==> config.mk <==
export PLATFORM = sky130hd
export DESIGN_NAME = uart_tx_ctrl
export DESIGN_NICKNAME = d
export VERILOG_FILES = /design/src/rtl/uart_tx_ctrl.sv
export SDC_FILE = /design/constraint.sdc
export NUM_CORES = 1
export LEC_CHECK = 0
export BUFFER_PORTS_ARGS = -buffer_cell sky130_fd_sc_hd__buf_2
export CORE_ASPECT_RATIO = 0.7
export CORE_MARGIN = 8
export CORE_UTILIZATION = 40
export CTS_CLUSTER_DIAMETER = 80
export DETAILED_ROUTE_END_ITERATION = 10
export SETUP_SLACK_MARGIN = 0.3
export SLEW_MARGIN = 30
export SYNTH_ARGS = -nofsm -noshare
export SYNTH_HDL_FRONTEND = slang
export SYNTH_SLANG_ARGS = --single-unit
==> constraint.sdc <==
create_clock -name PCLK -period 2.3 [get_ports PCLK]
set_clock_uncertainty 0.15 [all_clocks]
set_input_delay 0.345 -clock PCLK [delete_from_list [all_inputs] [get_ports PCLK]]
set_output_delay 0.345 -clock PCLK [all_outputs]
set_load 0.01 [all_outputs]
==> src/rtl/uart_tx_ctrl.sv <==
// uart_tx_ctrl: frames TX FIFO bytes per LCR and shifts them out on txd.
// Define UART_TX_BREAK_EN to honour the lcr[5] break control.
module uart_tx_ctrl #(
    parameter int DATA_WIDTH = 8,
    parameter int OVERSAMPLE = 16
) (
    input  logic                  PCLK,
    input  logic                  PRESET,
    input  logic                  tx_en,
    input  logic [7:0]            lcr,
    input  logic                  tick_os,
    input  logic                  tx_fifo_empty,
    input  logic [DATA_WIDTH-1:0] tx_fifo_rdata,
    output logic                  tx_fifo_rd,
    output logic                  txd,
    output logic                  tx_busy,
    output logic                  tx_done
);
    localparam int CW = $clog2(OVERSAMPLE);
    localparam logic [CW-1:0] CNT_MAX = CW'(OVERSAMPLE - 1);

    typedef enum logic [2:0] {
        S_IDLE, S_START, S_DATA, S_PAR, S_STOP, S_BRK, S_HOLD
    } state_t;

    state_t                state, state_n;
    logic [CW-1:0]         cnt, cnt_n;
    logic [DATA_WIDTH-1:0] sh, sh_n;
    logic [2:0]            bitcnt, bitcnt_n;
    logic                  stop_cnt, stop_cnt_n;
    logic [1:0]            wlen, wlen_n;
    logic                  stop2, stop2_n;
    logic                  par_en, par_en_n;
    logic                  par_bit, par_bit_n;
    logic                  txd_n, rd_n, done_n;
    logic                  brk, bit_end, pop;

`ifdef UART_TX_BREAK_EN
    logic unused_lcr;
    assign brk        = lcr[5];
    assign unused_lcr = ^lcr[7:6];
`else
    logic unused_lcr;
    assign brk        = 1'b0;
    assign unused_lcr = ^lcr[7:5];
`endif

    // Parity over the active data bits only; odd parity starts from 1.
    function automatic logic parity_of(
        input logic [DATA_WIDTH-1:0] d,
        input logic [1:0]            wl,
        input logic                  even
    );
        logic p;
        p = ~even;
        for (int i = 0; i < DATA_WIDTH; i++)
            if (i < 5 + int'(wl)) p ^= d[i];
        return p;
    endfunction

    assign bit_end = tick_os && (cnt == CNT_MAX);
    assign tx_busy = state inside {S_START, S_DATA, S_PAR, S_STOP};

    always_comb begin
        state_n    = state;
        cnt_n      = cnt;
        sh_n       = sh;
        bitcnt_n   = bitcnt;
        stop_cnt_n = stop_cnt;
        wlen_n     = wlen;
        stop2_n    = stop2;
        par_en_n   = par_en;
        par_bit_n  = par_bit;
        txd_n      = txd;
        rd_n       = 1'b0;
        done_n     = 1'b0;
        pop        = 1'b0;

        if (state != S_IDLE && state != S_BRK && tick_os)
            cnt_n = bit_end ? '0 : cnt + 1'b1;

        unique case (state)
            S_IDLE: begin
                if (brk) begin
                    state_n = S_BRK;
                    txd_n   = 1'b0;
                end else if (tx_en && !tx_fifo_empty) begin
                    pop = 1'b1;
                end
            end
            S_START: begin
                if (bit_end) begin
                    state_n  = S_DATA;
                    txd_n    = sh[0];
                    bitcnt_n = '0;
                end
            end
            S_DATA: begin
                if (bit_end) begin
                    if (bitcnt == 3'd4 + {1'b0, wlen}) begin
                        state_n    = par_en ? S_PAR : S_STOP;
                        txd_n      = par_en ? par_bit : 1'b1;
                        stop_cnt_n = 1'b0;
                    end else begin
                        sh_n     = sh >> 1;
                        txd_n    = sh[1];
                        bitcnt_n = bitcnt + 3'd1;
                    end
                end
            end
            S_PAR: begin
                if (bit_end) begin
                    state_n    = S_STOP;
                    txd_n      = 1'b1;
                    stop_cnt_n = 1'b0;
                end
            end
            S_STOP: begin
                if (bit_end) begin
                    if (stop2 && !stop_cnt) begin
                        stop_cnt_n = 1'b1;
                    end else begin
                        done_n = 1'b1;
                        if (brk) begin
                            state_n = S_BRK;
                            txd_n   = 1'b0;
                        end else if (tx_en && !tx_fifo_empty) begin
                            pop = 1'b1;
                        end else begin
                            state_n = S_IDLE;
                            txd_n   = 1'b1;
                        end
                    end
                end
            end
`ifdef UART_TX_BREAK_EN
            S_BRK: begin
                if (!brk) begin
                    state_n = S_HOLD;
                    txd_n   = 1'b1;
                    cnt_n   = '0;
                end
            end
            // One full idle bit after break before the next frame may start.
            S_HOLD: begin
                if (brk) begin
                    state_n = S_BRK;
                    txd_n   = 1'b0;
                end else if (bit_end) begin
                    state_n = S_IDLE;
                end
            end
`endif
            default: begin
                state_n = S_IDLE;
                txd_n   = 1'b1;
            end
        endcase

        if (pop) begin
            rd_n       = 1'b1;
            state_n    = S_START;
            sh_n       = tx_fifo_rdata;
            wlen_n     = lcr[1:0];
            stop2_n    = lcr[2];
            par_en_n   = lcr[3];
            par_bit_n  = parity_of(tx_fifo_rdata, lcr[1:0], lcr[4]);
            cnt_n      = '0;
            bitcnt_n   = '0;
            stop_cnt_n = 1'b0;
            txd_n      = 1'b0;
        end
    end

    always_ff @(posedge PCLK or posedge PRESET) begin
        if (PRESET) begin
            state      <= S_IDLE;
            cnt        <= '0;
            sh         <= '0;
            bitcnt     <= '0;
            stop_cnt   <= 1'b0;
            wlen       <= '0;
            stop2      <= 1'b0;
            par_en     <= 1'b0;
            par_bit    <= 1'b0;
            txd        <= 1'b1;
            tx_fifo_rd <= 1'b0;
            tx_done    <= 1'b0;
        end else begin
            state      <= state_n;
            cnt        <= cnt_n;
            sh         <= sh_n;
            bitcnt     <= bitcnt_n;
            stop_cnt   <= stop_cnt_n;
            wlen       <= wlen_n;
            stop2      <= stop2_n;
            par_en     <= par_en_n;
            par_bit    <= par_bit_n;
            txd        <= txd_n;
            tx_fifo_rd <= rd_n;
            tx_done    <= done_n;
        end
    end
endmodule
==> flow_summary.ini <==
[outcome]
outcome = complete, no violations

[route]
postRouteAntennaNets = 0
drt_iter0_drc = 70
vias = 1302
via_per_inst = 5.43
wl_um = 3820
dr.pass1.iters = 4
post_drt_wl_per_cell_um = 15.9
drcViolationCount = 0

[clock_network]
clock_latency_ps = 280
cts_max_path_buffers = 2
tritoncts = built
root_buffer = clkbuf_8
htree_levels = 1
cts-buffers-inserted = 3
clkTransAtPathRegs_ps = 100
cts_num_sinks = 27

[floorplan]
floorplan.initialDensity = 0.407
fp-row-count = 19
dieArea_mm2 = 0.00618
die_x_um = 90.6
ios = 25
die_y_um = 68.2
fp.coreArea_mm2 = 0.00383

[yosys]
synth_mux_area_frac = 0.0490
synth_xor_xnor_area_share = 0.0732
yosysTopAreaCellShare = 0.418
synth.most_common_cell = dfrtp_1
synthDistinctLibCells = 42
synth_cells = 156
synth_fa_ha_area_frac = 0.0161
synth_top_family_by_area = compound AO/OA/AOI/OAI gates
yosys.area.top_type = dfrtp_1
synth-simple-area-share = 0.175
synth_area_per_cell_um2 = 9.98
ys_seq_elements = 27
synth-compound-area-share = 0.211
ys_seq_area_frac = 0.435
synth_fp_nets = 179
syn_area_mm2 = 0.00156
synth_common_cells = 26 x dfrtp_1, 13 x a21oi_1, 11 x nor2_1
synth_area_leaders = dfrtp_1 42%, xnor2_1 5.6%, a22o_1 4.5%
synth-main-ff-cell = dfrtp_1
synth_edf_count = 0
async_reset_ff_frac = 1.00
yosys_warnings = 0

[timing]
rsz0062_at_grt = no
max_freq_mhz = 511
setup_tns_ps = 0
tightest_slew_ps = 583
drv_slew = 0
relSlewSlack = 0.611
hold_ws_ps = 126
finalHoldViolations = 0
fin_crit_ps = 1960
min_period_over_period = 0.851
finalSetupViolations = 0

[pwr]
vdd_drop_max_mv = 0.451
power_per_cell_area_mw_per_mm2 = 976
total_leakage_power_nw = 0.900

[finish]
syn_to_final_growth_pct = 21.5
drive_above_1_share = 0.261
fill_cells = 363
n_antenna_cell = 0
finalNonFillerCells = 240
multi_input_area_um2 = 845
seq_area_um2 = 678
fin_nets = 212

[global_routing]
grt_max_degree = 21
grt_pass1_vias = 1261
overflow = 0
track_usage = 0.119
antenna_found_initial = 0
grt_pass1_wl_um = 6000

[worst_setup_path]
crit_path_max_incr_delay_ps = 410
crit_required_ps = 2330
path_class = reg2reg
crit_chain = ha_2 -> and4_4 -> nand2_2 -> a21boi_4 -> buf_4 -> clkbuf_16 -> a22o_1 -> a21o_1
critPathMaxFanout = 10
critPathSlowestCell = dfrtp_1
end_kind = register
critPathArrivalTime_ps = 1980
cp-start-kind = register
r2r_cells = 8

[placed_design]
hpwl_um = 2670
port_buffers = 21
dp_cells = 229
place_congestion = 0.847

[hold_path]
worstHoldPathType = in2reg
hold_depth = 2

[run]
maxCapViolCount = 0
==> per-stage QoR <==
step / setup slack (ps) / util / instance area (um^2) / power (mW)
final: 343 / 0.494 / 1890 / 1.85
after global routing: 301 / 0.494 / 1890 / 1.98
after CTS: 300 / 0.475 / 1820 / 1.80
after detailed placement: 146 / 0.456 / 1750 / 1.49
after global placement: 198 / 0.456 / 1750 / 1.46
after floorplan: 425 / - / 1560 / 1.30
==> worst max-delay path, delay by kind of cell, from the launching register on <==
kind,cells,cell delay [ps]
AO/OA/AOI/OAI,3,440
adder cells (fa/ha/maj),1,230
buffers and inverters,2,310
flip-flops,1,410
AND/OR/NAND/NOR,2,310
==> layout by cell type, fill, tap and decap left out, drive strengths merged, types with 4 or more instances in the layout <==
| cell type | instances |
|---|---|
| nand2b | 6 |
| xnor2 | 10 |
| a22o | 8 |
| inv | 6 |
| buf | 32 |
| dfrtp | 26 |
| a21oi | 13 |
| o21ai | 11 |
| a21o | 9 |
| nand2 | 6 |
| clkbuf | 4 |
| nor2 | 13 |
| nand3 | 6 |
| mux2 | 5 |
==> timing repair <==
item / 4_1_cts / 5_1_grt
buffers inserted: 1 / 3
resized for setup: 3 / 5
pin swaps: 1 / 2
cloned: 0 / 2
hold buffers: 1 / 0
endpoints found under the hold margin: 13 / 0
endpoints found under the setup margin: 13 / 13
==> area by class of cell <==
class,instances,share of cell area
multi-input combinational,118,0.446
sequential,27,0.358
timing repair buffer,34,0.124
tap,52,0.0344
clock buffer,3,0.0218
inverter,5,0.00992
clock inverter,1,0.00463
==> kinds of logic (layout without fill, tap and decap cells) <==
group,after synthesis,after routing
AO/OA/AOI/OAI,49,49
AND/OR/NAND/NOR,46,47
flip-flops,27,27
XOR/XNOR,13,13
buffers and inverters,12,43
multiplexers,7,7
adder cells (fa/ha/maj),2,2
==> registers in the layout, summed over array words and instances (netlist names), 2 cells and up <==
register	cells
state	3
wlen	2
sh	8
bitcnt	3
cnt	4
==> per-layer routing <==
| layer | vias to the layer above | wire (um) | GRT usage |
|---|---|---|---|
| met2 | 32 | 1750 | 0.194 |
| met4 | 0 | 0 | 0.0206 |
| met3 | 0 | 248 | 0.0307 |
| met5 | - | 0 | 0 |
| met1 | 638 | 1830 | 0.159 |
| li1 | 632 | - | - |
==> path summary, 6_finish.rpt <==
check / from / to / slack, ps
worst min register to register: sh[4]$_DFFE_PP0P_ / sh[4]$_DFFE_PP0P_ / 340
max in group asynchronous: PRESET / txd$_DFFE_PP1P_ / 890
worst max register to register: cnt[0]$_DFFE_PP0P_ / sh[0]$_DFFE_PP0P_ / 340
worst min-delay path: lcr[2] / stop2$_DFFE_PP0P_ / 130
min in group asynchronous: PRESET / sh[7]$_DFFE_PP0P_ / 500
worst max-delay path: cnt[0]$_DFFE_PP0P_ / sh[0]$_DFFE_PP0P_ / 340
==> power breakdown <==
part / total, mW / internal, mW / switching, mW
clock: 0.291 / 0.128 / 0.164
sequential: 0.831 / 0.661 / 0.169
combinational: 0.725 / 0.370 / 0.355
total: 1.85 / 1.16 / 0.688
Power figures use the tool's default switching activity.
